$ cat src/rtl/mem_arbiter_pkg.sv
// Shared definitions for the memory arbiter: controller states, round-robin
// identifiers, the default block size and a small state-class helper.
package mem_arbiter_pkg;

    // 16-bit words per cache block; a block is 2*WORDS_DEF bytes.
    localparam int WORDS_DEF = 8;

    typedef enum logic [1:0] {
        ST_IDLE  = 2'd0,
        ST_ISSUE = 2'd1,
        ST_DRAIN = 2'd2,
        ST_WRITE = 2'd3
    } arb_state_e;

    typedef enum logic {
        RR_I = 1'b0,
        RR_D = 1'b1
    } rr_e;

    // Returns are only accepted while a fill is in flight.
    function automatic logic is_fill(input arb_state_e s);
        return (s == ST_ISSUE) || (s == ST_DRAIN);
    endfunction

endpackage

$ cat src/rtl/mem_arbiter_addr_gen.sv
// Fill address generator: block-aligns the miss address and adds the byte
// offset of the word currently being issued (2 bytes per word).
//   addr_i : latched miss address
//   cnt_i  : issue counter (word index)
//   addr_o : memory byte address of that word
module mem_arbiter_addr_gen #(
    parameter int WORDS = 8,
    parameter int CNT_W = 3
) (
    input  logic [15:0]      addr_i,
    input  logic [CNT_W-1:0] cnt_i,
    output logic [15:0]      addr_o
);

    localparam logic [15:0] BLK_MASK = 16'(2 * WORDS - 1);

    assign addr_o = (addr_i & ~BLK_MASK) + (16'(cnt_i) << 1);

endmodule

$ cat src/rtl/mem_arbiter.sv
// Memory arbiter shared by the I-cache fill path, the D-cache fill path and
// the D-cache write-through port. One requester owns the memory at a time;
// a fill issues WORDS pipelined reads and steers each returning word (with
// its index) to the owning cache, a write is a single-cycle issue.
//   clk, rst                : clock, synchronous active-high reset
//   i_req/i_addr            : I-cache miss request
//   d_req/d_addr            : D-cache miss request
//   d_wr_req/_addr/_data    : D-cache write-through request
//   mem_rdata/mem_valid     : in-order read returns from memory
//   mem_enable/wr/addr/wdata: memory command
//   i_grant/d_grant         : current owner (registered)
//   i/d_data_valid          : write fill_data into that cache's data array
//   fill_data/word_num      : returning word and its index within the block
//   i/d_fill_done           : pulse with the last word of a fill
//   d_wr_done               : pulse in the cycle the write is issued
module mem_arbiter
    import mem_arbiter_pkg::*;
#(
    parameter int WORDS = WORDS_DEF,
    localparam int CNT_W = $clog2(WORDS)
) (
    input  logic             clk,
    input  logic             rst,
    input  logic             i_req,
    input  logic [15:0]      i_addr,
    input  logic             d_req,
    input  logic [15:0]      d_addr,
    input  logic             d_wr_req,
    input  logic [15:0]      d_wr_addr,
    input  logic [15:0]      d_wr_data,
    input  logic [15:0]      mem_rdata,
    input  logic             mem_valid,
    output logic             mem_enable,
    output logic             mem_wr,
    output logic [15:0]      mem_addr,
    output logic [15:0]      mem_wdata,
    output logic             i_grant,
    output logic             d_grant,
    output logic             i_data_valid,
    output logic             d_data_valid,
    output logic [15:0]      fill_data,
    output logic [CNT_W-1:0] word_num,
    output logic             i_fill_done,
    output logic             d_fill_done,
    output logic             d_wr_done
);

    localparam logic [CNT_W-1:0] LAST_IDX = CNT_W'(WORDS - 1);

    arb_state_e       state_q, state_d;
    rr_e              owner_q, owner_d;
    rr_e              last_q, last_d;
    logic [15:0]      addr_q, addr_d;
    logic [CNT_W-1:0] issue_cnt_q, issue_cnt_d;
    logic [CNT_W-1:0] ret_cnt_q, ret_cnt_d;
    logic             i_grant_q, i_grant_d;
    logic             d_grant_q, d_grant_d;

    logic             ret_valid;
    logic             last_ret;
    logic             d_pend;
    logic             serve_d;
    logic [15:0]      fill_addr;

    mem_arbiter_addr_gen #(
        .WORDS (WORDS),
        .CNT_W (CNT_W)
    ) u_addr_gen (
        .addr_i (addr_q),
        .cnt_i  (issue_cnt_q),
        .addr_o (fill_addr)
    );

    // Returns outside a fill (IDLE/WRITE) are dropped entirely.
    assign ret_valid = mem_valid & is_fill(state_q);
    assign last_ret  = ret_valid & (ret_cnt_q == LAST_IDX);

    // D is served if I was served last, or if I is not asking at all.
    assign d_pend  = d_wr_req | d_req;
    assign serve_d = d_pend & ((last_q == RR_I) | ~i_req);

    always_comb begin
        state_d     = state_q;
        owner_d     = owner_q;
        last_d      = last_q;
        addr_d      = addr_q;
        issue_cnt_d = issue_cnt_q;
        ret_cnt_d   = ret_cnt_q;
        mem_enable  = 1'b0;
        mem_wr      = 1'b0;
        mem_addr    = 16'h0000;
        mem_wdata   = 16'h0000;
        d_wr_done   = 1'b0;

        if (ret_valid) begin
            ret_cnt_d = ret_cnt_q + CNT_W'(1);
        end

        case (state_q)
            ST_IDLE: begin
                issue_cnt_d = '0;
                ret_cnt_d   = '0;
                if (serve_d) begin
                    owner_d = RR_D;
                    last_d  = RR_D;
                    if (d_wr_req) begin
                        state_d = ST_WRITE;
                    end else begin
                        state_d = ST_ISSUE;
                        addr_d  = d_addr;
                    end
                end else if (i_req) begin
                    owner_d = RR_I;
                    last_d  = RR_I;
                    state_d = ST_ISSUE;
                    addr_d  = i_addr;
                end
            end
            ST_ISSUE: begin
                mem_enable  = 1'b1;
                mem_addr    = fill_addr;
                issue_cnt_d = issue_cnt_q + CNT_W'(1);
                if (last_ret) begin
                    state_d = ST_IDLE;
                end else if (issue_cnt_q == LAST_IDX) begin
                    state_d = ST_DRAIN;
                end
            end
            ST_DRAIN: begin
                if (last_ret) begin
                    state_d = ST_IDLE;
                end
            end
            ST_WRITE: begin
                // Write inputs are held by the D-cache until d_wr_done.
                mem_enable = 1'b1;
                mem_wr     = 1'b1;
                mem_addr   = d_wr_addr;
                mem_wdata  = d_wr_data;
                d_wr_done  = 1'b1;
                state_d    = ST_IDLE;
            end
            default: begin
                state_d = ST_IDLE;
            end
        endcase

        // Grants follow the next state so they rise with the first
        // ISSUE/WRITE cycle and fall when the controller returns to IDLE.
        i_grant_d = (state_d != ST_IDLE) && (owner_d == RR_I);
        d_grant_d = (state_d != ST_IDLE) && (owner_d == RR_D);
    end

    always_ff @(posedge clk) begin
        if (rst) begin
            state_q     <= ST_IDLE;
            owner_q     <= RR_I;
            last_q      <= RR_I;
            addr_q      <= 16'h0000;
            issue_cnt_q <= '0;
            ret_cnt_q   <= '0;
            i_grant_q   <= 1'b0;
            d_grant_q   <= 1'b0;
        end else begin
            state_q     <= state_d;
            owner_q     <= owner_d;
            last_q      <= last_d;
            addr_q      <= addr_d;
            issue_cnt_q <= issue_cnt_d;
            ret_cnt_q   <= ret_cnt_d;
            i_grant_q   <= i_grant_d;
            d_grant_q   <= d_grant_d;
        end
    end

    assign i_grant      = i_grant_q;
    assign d_grant      = d_grant_q;
    assign i_data_valid = ret_valid & i_grant_q;
    assign d_data_valid = ret_valid & d_grant_q;
    assign i_fill_done  = last_ret & i_grant_q;
    assign d_fill_done  = last_ret & d_grant_q;
    assign fill_data    = mem_rdata;
    assign word_num     = ret_cnt_q;

endmodule
$ cat config.mk
export PLATFORM = sky130hd
export DESIGN_NAME = mem_arbiter
export DESIGN_NICKNAME = d
export VERILOG_FILES = /design/src/rtl/mem_arbiter_pkg.sv /design/src/rtl/mem_arbiter_addr_gen.sv /design/src/rtl/mem_arbiter.sv
export SDC_FILE = /design/constraint.sdc
export NUM_CORES = 1
export LEC_CHECK = 0
export CELL_PAD_IN_SITES_DETAIL_PLACEMENT = 1
export CELL_PAD_IN_SITES_GLOBAL_PLACEMENT = 1
export CORE_MARGIN = 8
export CORE_UTILIZATION = 26
export CTS_BUF_LIST = sky130_fd_sc_hd__clkbuf_8
export DETAILED_ROUTE_END_ITERATION = 10
export PLACE_DENSITY = 0.86
export SLEW_MARGIN = 20
export SYNTH_ARGS = -nofsm -noshare
export SYNTH_HDL_FRONTEND = slang
export SYNTH_HIERARCHICAL = 1
export SYNTH_SLANG_ARGS = --single-unit
$ cat constraint.sdc
create_clock -name clk -period 2.8 [get_ports clk]
set_clock_uncertainty 0.2 [all_clocks]
set_input_delay 0.28 -clock clk [delete_from_list [all_inputs] [get_ports clk]]
set_output_delay 0.28 -clock clk [all_outputs]
set_load 0.02 [all_outputs]
======== Word level (Yosys, flattened, before mapping) ========
Cells that the tools add are included.
operators by class
  equality and inequality tests ........... 6
  $add $sub $neg .......................... 3
  reductions and logical operators ........ 11
  multiplexer cells ....................... 20
  bitwise logic cells ..................... 12
operators by type and width
  operator             count
  $mux 16              4
  $pmux 16 s2          1
  $add 16x4->16        1
  $mux 2               6
  $pmux 2 s4           1
  $and 1x1->1          7
  $mux 1               7
  $add 3x1->3 const B  2
  $eq 3x3->1 const B   2
  $pmux 3 s2           1
  $reduce_bool 2->1    3
  $eq 2x2->1 const B   2
  $reduce_or 2->1      2
  $not 1->1            3
  $reduce_and 3->1     1
  $eq 2x1->1 const B   1
  $logic_and 1x1->1    2
  $logic_not 2->1      1
  $ne 2x2->1 const B   1
  $or 1x1->1           2
  $reduce_and 2->1     1
  $logic_or 1x1->1     1
storage, ports and cells
  logic and storage cells ................. 60
  output and inout bits ................... 60
  flip-flop bits (word level) ............. 28
  input port bits ......................... 86

======== Depth between registers and ports, before layout ========
Gate-level depths: netlist (run 1).
  depth after elaboration ................. 8
  depth in mapped cells ................... 7
  depth with buffers taken out ............ 6

======== Cells and area by module ========
The synthesis (run 1) kept the hierarchy.
modules (own cells, without submodules)
  module                times used  cells an instance  area each (um^2)  seq. area each (um^2)
  mem_arbiter           1           200                1833.0            560.5
  mem_arbiter_addr_gen  1           17                 123.9             0.0

======== Least setup slack after synthesis (run 1) ========
No wires, ideal clock.
  path kind ............................... flip-flop to output port
  from .................................... register state_q[0]
  to ...................................... output port mem_addr[10]
  data required time ...................... 2320 ps
  path buffers ............................ 1
  slack ................................... 953 ps
  arrival ................................. 1367 ps
  cell stages (with the launch flop) ...... 4
  cells stage by stage .................... dfxtp_1 ha_1 clkbuf_1 a22o_1
between the ends
  word-level cells in the longest chain between the ends .. 2
  elaborated cells on any way between the ends .. 3
  those cells by class .................... eq/ne: 2; mux: 1
ends and longest elaborated chain
  element                                          RTL line            source
  start: declaration                               mem_arbiter.sv:50   arb_state_e state_q, state_d;
  start signal: assignment                         mem_arbiter.sv:165  state_q <= state_d;
  $eq 2x2->1 / $eq 2x1->1 (equally long branches)  mem_arbiter.sv:99   case (state_q)
  $pmux 16 s2 (*)                                  mem_arbiter.sv:99
  end: declaration                                 mem_arbiter.sv:35   output logic [15:0] mem_addr,
Every way passes the cells marked *; elsewhere a longest branch is shown, timed or not.

======== Worst setup path in the final report (run 1) ========
  from .................................... register state_q[1]
  to ...................................... output port i_fill_done
between the ends
  word-level cells in the longest chain between the ends .. 5
  elaborated cells on any way between the ends .. 6
  those cells by class .................... eq/ne: 2; bitwise: 3; reduce/logical: 1
ends and longest elaborated chain
  element                                          RTL line               source
  $eq 2x1->1 / $eq 2x2->1 (equally long branches)  mem_arbiter_pkg.sv:22  return (s == ST_ISSUE) || (s == ST_DRAIN);
  $logic_or 1x1->1 (*)                             mem_arbiter_pkg.sv:22
  $and 1x1->1 (*)                                  mem_arbiter.sv:75      assign ret_valid = mem_valid & is_fill(state_q);
  $and 1x1->1 (*)                                  mem_arbiter.sv:76      assign last_ret = ret_valid & (ret_cnt_q == LAST_IDX);
  $and 1x1->1 (*)                                  mem_arbiter.sv:180     assign i_fill_done = last_ret & i_grant_q;
  end: declaration                                 mem_arbiter.sv:43      output logic i_fill_done,
Marks and branches as above.

==> results.json, run 1 <==
{
  "initial_utilization_pct": 26.5,
  "rows": 30,
  "postCtsSetupRepairBufs": 0,
  "synth.avg_cell_area_um2": 8.81,
  "cpLargestDelayFamily": "buffers and inverters",
  "drt_iter0_drc": 40,
  "syn_nets": 295,
  "clockBufferDepth": 2,
  "worstPathRequired_ns": 2.32,
  "htreeDepth": 1,
  "track_usage_pct": 11.2,
  "routed_wl_um": 5770,
  "min_period_ns": 2.60,
  "fmax_mhz": 385,
  "drc": 0,
  "io_buffers": 105,
  "drtAntennaViolNets": 0,
  "synth_warnings": 6,
  "finish.utilization_pct": 40.4,
  "grt_pass1_wl_um": 8890,
  "wl_per_cell_um": 16.6,
  "die_w_um": 98.6,
  "min_path_type": "flop to flop",
  "gp_congestion": 0.735,
  "power.density_nw_per_um2": 701,
  "clock_latency_ns": 0.26,
  "diodes": 0,
  "end_kind": "output port",
  "rsz0062_at_grt": "no",
  "slew_headroom_pct": 61.2,
  "finalMaxSlewViolations": 0,
  "finalSetupTns_ns": 0,
  "slowest_delay_ns": 0.61,
  "clock-sinks": 24,
  "crit_arrival_ns": 2.12,
  "crit_type": "flop to output port",
  "peakVddDrop_mv": 0.407,
  "final_cell_mix": "105 x clkdlybuf4s50_1, 24 x dfxtp_1, 20 x nor2_1, 18 x and2_1, 16 x a22o_1",
  "mostFrequentLayoutCell": "clkdlybuf4s50_1",
  "post_cts_resized": 0,
  "vias_per_cell": 4.74,
  "clkTransAtPathRegs_ns": 0.09,
  "coreArea_um2": 6680,
  "tightest_slew_ns": 0.580,
  "holdBufCountCts": 0,
  "gr-total-overflow": 0,
  "hold_viol": 0,
  "path_buf_inv": 2,
  "cts_root_buf": "clkbuf_8",
  "crit_chain": "inv_1 -> ha_1 -> and3_1 -> and2_1 -> clkdlybuf4s50_1",
  "startpoint_type": "flop",
  "drive_above_1_share_pct": 7.09,
  "synth_area_um2": 1770,
  "post-route-period-util_pct": 92.7,
  "finalSetupViolations": 0,
  "dr.pass1.iters": 4,
  "die_h_um": 98.6,
  "netlist_instances": 201,
  "max_cap_viol_count": 0,
  "leakagePower_uw": 0.00108,
  "critPathMaxFanout": 6,
  "grt_max_degree": 26,
  "antenna_found_initial": 0,
  "status": "finished clean",
  "slowest_stage": "clkdlybuf4s50_1",
  "dp_hpwl_um": 4670,
  "grt_pass1_vias": 1768,
  "area_delta_synth_final_pct": 52.5,
  "cts_buffers": 3,
  "cts_tree": "yes",
  "io_pins": 146,
  "fin_nets": 363,
  "vias": 1651,
  "die_area_um2": 9710
}
==> worst register-to-register path: stages, from the launching register on <==
cell,delay [ns]
dfxtp_1,0.38
inv_1,0.12
ha_1,0.47
inv_1,0.19
a21oi_2,0.14
buf_4,0.29
nor2_1,0.07
a211oi_1,0.21
==> registers in the layout (all words and copies together), names as in the netlist <==
register and flops:
last_q 1, addr_q 12, owner_q 1, word_num 3, i_grant 1, issue_cnt_q 3, d_grant 1, state_q 2
==> final timing paths <==
path / start / endpoint / slack, ns / cells past startpoint
setup / recovery: state_q[1] / i_fill_done / 0.20 / 5
hold / removal: addr_q[8] / addr_q[8] / 0.31 / 2
setup reg to reg: state_q[1] / addr_q[9] / 0.65 / 7
hold reg to reg: addr_q[8] / addr_q[8] / 0.31 / 2
==> per-layer routing <==
layer  routed length, µm  track usage [%]  part of all wire, %
met5                   0                0                    0
met4                  24             2.13                 0.42
met3                 320             2.96                  5.5
met2                2990             20.9                   52
met1                2440             12.3                   42
==> through the flow <==
step                      instance area (µm²)  worst slack (ns)  hold WS, ns  instances  total power (µW)
after floorplan                          1770             0.953        0.278        201              1330
after global placement                   2650             0.599        0.288        344              1640
after detailed placement                 2650             0.503        0.297        344              1670
after CTS                                2700             0.195        0.310        348              1920
after global routing                     2700            0.0908        0.321        348              2030
final                                    2700             0.204        0.308        348              1900
==> layout make-up <==
cell class / instances / area [µm²]
repair buffers: 110 / 1100
multi-input cells: 127 / 955
flip-flops and latches: 24 / 480
well taps: 80 / 100
fillers: 801 / 3980
inverters: 3 / 11.3
clock buffers: 4 / 55.1
==> where the power goes <==
group / total [µW] / switching (µW) / internal, µW
sequential: 522 / 78.7 / 443
clock: 240 / 114 / 125
combinational: 1130 / 594 / 540
No activity file was read; power rests on OpenSTA's default activity.
==> inputs of run 2 (changes only) <==
--- a/config.mk
+++ b/config.mk
@@ -5,6 +5,7 @@
 export SDC_FILE = /design/constraint.sdc
 export NUM_CORES = 1
 export LEC_CHECK = 0
+export ABC_CLOCK_PERIOD_IN_PS = 2800
 export CELL_PAD_IN_SITES_DETAIL_PLACEMENT = 1
 export CELL_PAD_IN_SITES_GLOBAL_PLACEMENT = 1
 export CORE_MARGIN = 8
==> results of run 2 <==
Same layout as run 1: the final DEF is identical, and so are final timing and power.
==> variant 1: new RTL, config.mk and constraints of run 2 <==
Make the reset (`rst`) asynchronous in one clocked block. Comments in the files are not updated.
--- a/src/rtl/mem_arbiter.sv
+++ b/src/rtl/mem_arbiter.sv
@@ -153,3 +153,3 @@
 
-    always_ff @(posedge clk) begin
+    always_ff @(posedge clk or posedge rst) begin
         if (rst) begin
Behaviour: differs if rst is asserted again (counterexample within 4 cycles, from zero or initial values and one cycle with rst high); with rst held inactive, the same outputs for 10 cycles.
==> variant 1 against run 2 <==
Critical path depth did not move. Cell area is 5.2% higher. Die area is 4.2% higher. Via count decreased by 3.8%. Synthesized area rose by 5.1%. Setup slack got worse by 0.074 ns. Worst hold slack worse by 0.14 ns. Wire length up 3.5%. Sequential cell count unchanged. Total power rose by 32%. Largest cell class unchanged. Largest power group unchanged.
==> variant 1: results (changes against run 2) <==
status: "complete, no violations"
cpLargestDelayFamily: "buffers and inverters"
grt_pass1_wl_um: 9250  # +4.0%
synth_nets: 278  # -5.8%
path_max_fanout: 6  # unchanged
clockBufferDepth: 2  # unchanged
initialDrtViolationCount: 16  # -60%
gp_congestion: 0.749  # +2.0%
cts_root_buffer: "clkbuf_8"
max_stage_delay_ns: 0.61  # about the same
crit_end: "i_fill_done"
drc_errors: 0  # unchanged
layout.nets: 352  # -3.0%
wirelength_um: 5970  # +3.5%
first_pass_iters: 3  # -1
crit_start: "state_q[1]"
irDropWorstVdd_uv: 414  # +1.8%
cpMaxStageDelayCell: "clkdlybuf4s50_1"
min_path_type: "input pin to async pin"
antenna_found_initial: 0  # unchanged
largest_register_ffs: 12  # unchanged
htree_levels: 1  # unchanged
r2r_cells: 4  # -3
grt_max_degree: 36  # +38%
cts_buffers: 3  # unchanged
postCtsSetupBuffers: 0  # unchanged
p_leak_nw: 1.19  # +10%
cts.clk_slew.worst_paths_ns: 0.09  # about the same
hpwl_um: 4930  # +5.4%
synth_warnings: 6  # unchanged
viasPerCell: 4.46  # -5.9%
clk_latency_ns: 0.27
port_buffers: 105  # unchanged
worst_r2r_endpoint: "addr_q[7]"
grt_pass1_vias: 1798  # +1.7%
drive_above_1_share_pct: 15.6  # +8.5 points
regMostFlops: "addr_q"
n_antenna_cell: 0  # unchanged
postCtsResizedCells: 0  # unchanged
rrSetupSlack_ns: 0.80  # +0.15 ns
timing.slew.headroom_pct: 65.9  # +4.7 points
arrival_ns: 2.19  # +0.07 ns
gr-usage-all-layers_pct: 11.6  # +0.39 points
-- variant 1: routing by layer --
layer | up-vias | part of all wire (%) | global-route usage (%)
li1 | 752 | - | -
met1 | 753 | 41 | 12.6
met2 | 78 | 49 | 21.2
met3 | 6 | 9.1 | 3.25
met4 | 0 | 0.85 | 2.91
met5 | - | 0 | 0
-- variant 1: cell type report --
type | instances | area, um2
fillers | 803 | 4250
repair buffers | 111 | 1100
multi-input cells | 113 | 947
flip-flops and latches | 24 | 603
well taps | 99 | 124
clock buffers | 4 | 55.1
inverters | 5 | 18.8
-- variant 1: tightest hold or removal path: cells and delay by family --
family,cells,cell delay [ns]
buf+inv,3,0.76
-- variant 1: worst min path at each step --
stage                   start  slack (ns)  cells after the start     endpoint
floorplan                 rst        0.09                      1   addr_q[10]
global placement    addr_q[4]        0.28                      1    addr_q[4]
detailed placement  addr_q[4]        0.28                      1    addr_q[4]
CTS                       rst        0.18                      3  word_num[0]
global route              rst        0.23                      3  word_num[0]
finish                    rst        0.17                      3    addr_q[4]
-- variant 1: through the flow --
| step | cells | cell area, um2 | hold slack, ns | setup WS (ns) |
|---|---|---|---|---|
| 6_report | 356 | 2840 | 0.169 | 0.130 |
| 5_1_grt | 356 | 2840 | 0.228 | 0.0270 |
| 4_1_cts | 356 | 2840 | 0.178 | 0.00120 |
| 3_5_place_dp | 352 | 2790 | 0.284 | 0.316 |
| 3_3_place_gp | 352 | 2790 | 0.280 | 0.402 |
| 2_1_floorplan | 184 | 1860 | 0.0946 | 0.936 |
-- variant 1: power by group --
part,internal (mW),total (mW),switching [mW]
Combinational,0.859,1.64,0.784
Clock,0.126,0.243,0.117
Sequential,0.508,0.625,0.117
Total,1.49,2.51,1.02
==> variant 2: new RTL, flow settings as in run 2 <==
Without the edit above. `WORDS_DEF`: 8 -> 4.
--- a/src/rtl/mem_arbiter_pkg.sv
+++ b/src/rtl/mem_arbiter_pkg.sv
@@ -5,3 +5,3 @@
     // 16-bit words per cache block; a block is 2*WORDS_DEF bytes.
-    localparam int WORDS_DEF = 8;
+    localparam int WORDS_DEF = 4;
 
Ports: changed (resized word_num); port bits go from 146 to 145. The function was not compared with the original's and may differ.
==> variant 2 against run 2 <==
Setup slack gained 0.052 ns. Cell area shrank 0.14%. Sequential power shrank 17%. Sequential cell count shrank 1. Clock power shrank 15%. Sequential share of layout area shrank 0.72 points. Combinational power shrank 38%. Total power shrank 29%. Synthesized area is the same. Wire length grew 2.9%. Worst hold slack gained 0.034 ns. Critical path type unchanged. Critical endpoint is now mem_addr[8]. Largest cell class unchanged.
==> variant 2: results (changes against run 2) <==
gr-usage-all-layers_pct: 11.8  # +0.68 points
largest_register_ffs: 13  # +1
clockBufferDepth: 2  # unchanged
layout.nets: 364  # +0.28%
path_max_fanout: 14  # +8
timing.slew.headroom_pct: 60.6  # -0.60 points
initialDrtViolationCount: 37  # -7.5%
grt_pass1_wl_um: 9470  # +6.5%
instances_no_fill: 351  # +0.86%
arrival_ns: 2.06  # -0.06 ns
hold_path.startpoint: "owner_q"
irDropWorstVdd_uv: 240  # -41%
synth_cells: 202  # +0.50%
n_antenna_cell: 0  # unchanged
p_leak_nw: 1.08  # -0.72%
grt_max_degree: 24  # -7.7%
r2r_cells: 6  # -1
routedWlPerCell_um: 16.9  # +2.0%
max_stage_delay_ns: 0.62
hold_path_end: "i_grant"
min_path_type: "register to register"
port_buffers: 106  # +0.95%
drive_above_1_share_pct: 8.49  # +1.4 points
grt_pass1_vias: 1800  # +1.8%
rrSetupSlack_ns: 0.83  # +0.18 ns
cts_buffers: 3  # unchanged
dr_total_vias: 1663  # +0.73%
antenna_found_initial: 0  # unchanged
place_area_mm2: 0.00265  # +0.24%
regMostFlops: "addr_q"
first_pass_iters: 4  # unchanged
synth_warnings: 6  # unchanged
cts_root_buffer: "clkbuf_8"
status: "complete, no violations"
dp_cells: 347  # +0.87%
gp_congestion: 0.738  # +0.38%
worst_r2r_endpoint: "d_grant"
hold_depth: 3  # +1
regToRegStartpoint: "state_q[0]"
synth_nets: 294  # -0.34%
cts.clk_slew.worst_paths_ns: 0.08
hpwl_um: 4940  # +5.8%
clk_latency_ns: 0.26  # about the same
## variant 2: critical path: cells and delay by family, from the launching register on
kind                     cells  cell delay, ns
AO/OA/AOI/OAI                1            0.17
buffers and inverters        3            0.99
flip-flops                   1            0.36
adder cells (fa/ha/maj)      1            0.27
## variant 2: metrics by stage
stage / setup slack (ns) / utilization, % / hold slack (ns)
after floorplan: 0.954 / - / 0.256
after global routing: 0.126 / 40.4 / 0.360
after detailed placement: 0.507 / 39.7 / 0.328
after global placement: 0.560 / 39.7 / 0.317
final: 0.256 / 40.4 / 0.343
after CTS: 0.224 / 40.4 / 0.341
## variant 2: worst max path at each step
stage               slack [ns]        from            to
detailed placement        0.51  state_q[1]  mem_addr[13]
global route              0.13  state_q[1]   mem_addr[8]
global placement          0.56  state_q[1]  mem_addr[11]
CTS                       0.22  state_q[1]  mem_addr[13]
floorplan                 0.95  state_q[1]   mem_addr[0]
finish                    0.26  state_q[1]   mem_addr[8]
## variant 2: layer usage
layer / track usage (%) / wire, um / vias up
met5: 0 / 0 / -
met4: 2.83 / 46 / 0
met3: 3.95 / 484 / 8
met2: 21.5 / 3000 / 66
met1: 12.9 / 2410 / 778
li1: - / - / 811
## variant 2: area by class of cell
type	instances	area, um2
Clock buffer	3	41.3
Tap cell	80	100
Sequential cell	23	460
Clock inverter	1	3.75
Fill cell	791	3980
Inverter	5	18.8
Multi-Input combinational cell	126	961
Timing Repair Buffer	113	1110
## variant 2: power breakdown
group,switching (mW),total (mW),internal [mW]
combinational,0.355,0.703,0.348
sequential,0.0452,0.432,0.387
clock,0.106,0.204,0.0980
total,0.506,1.34,0.833
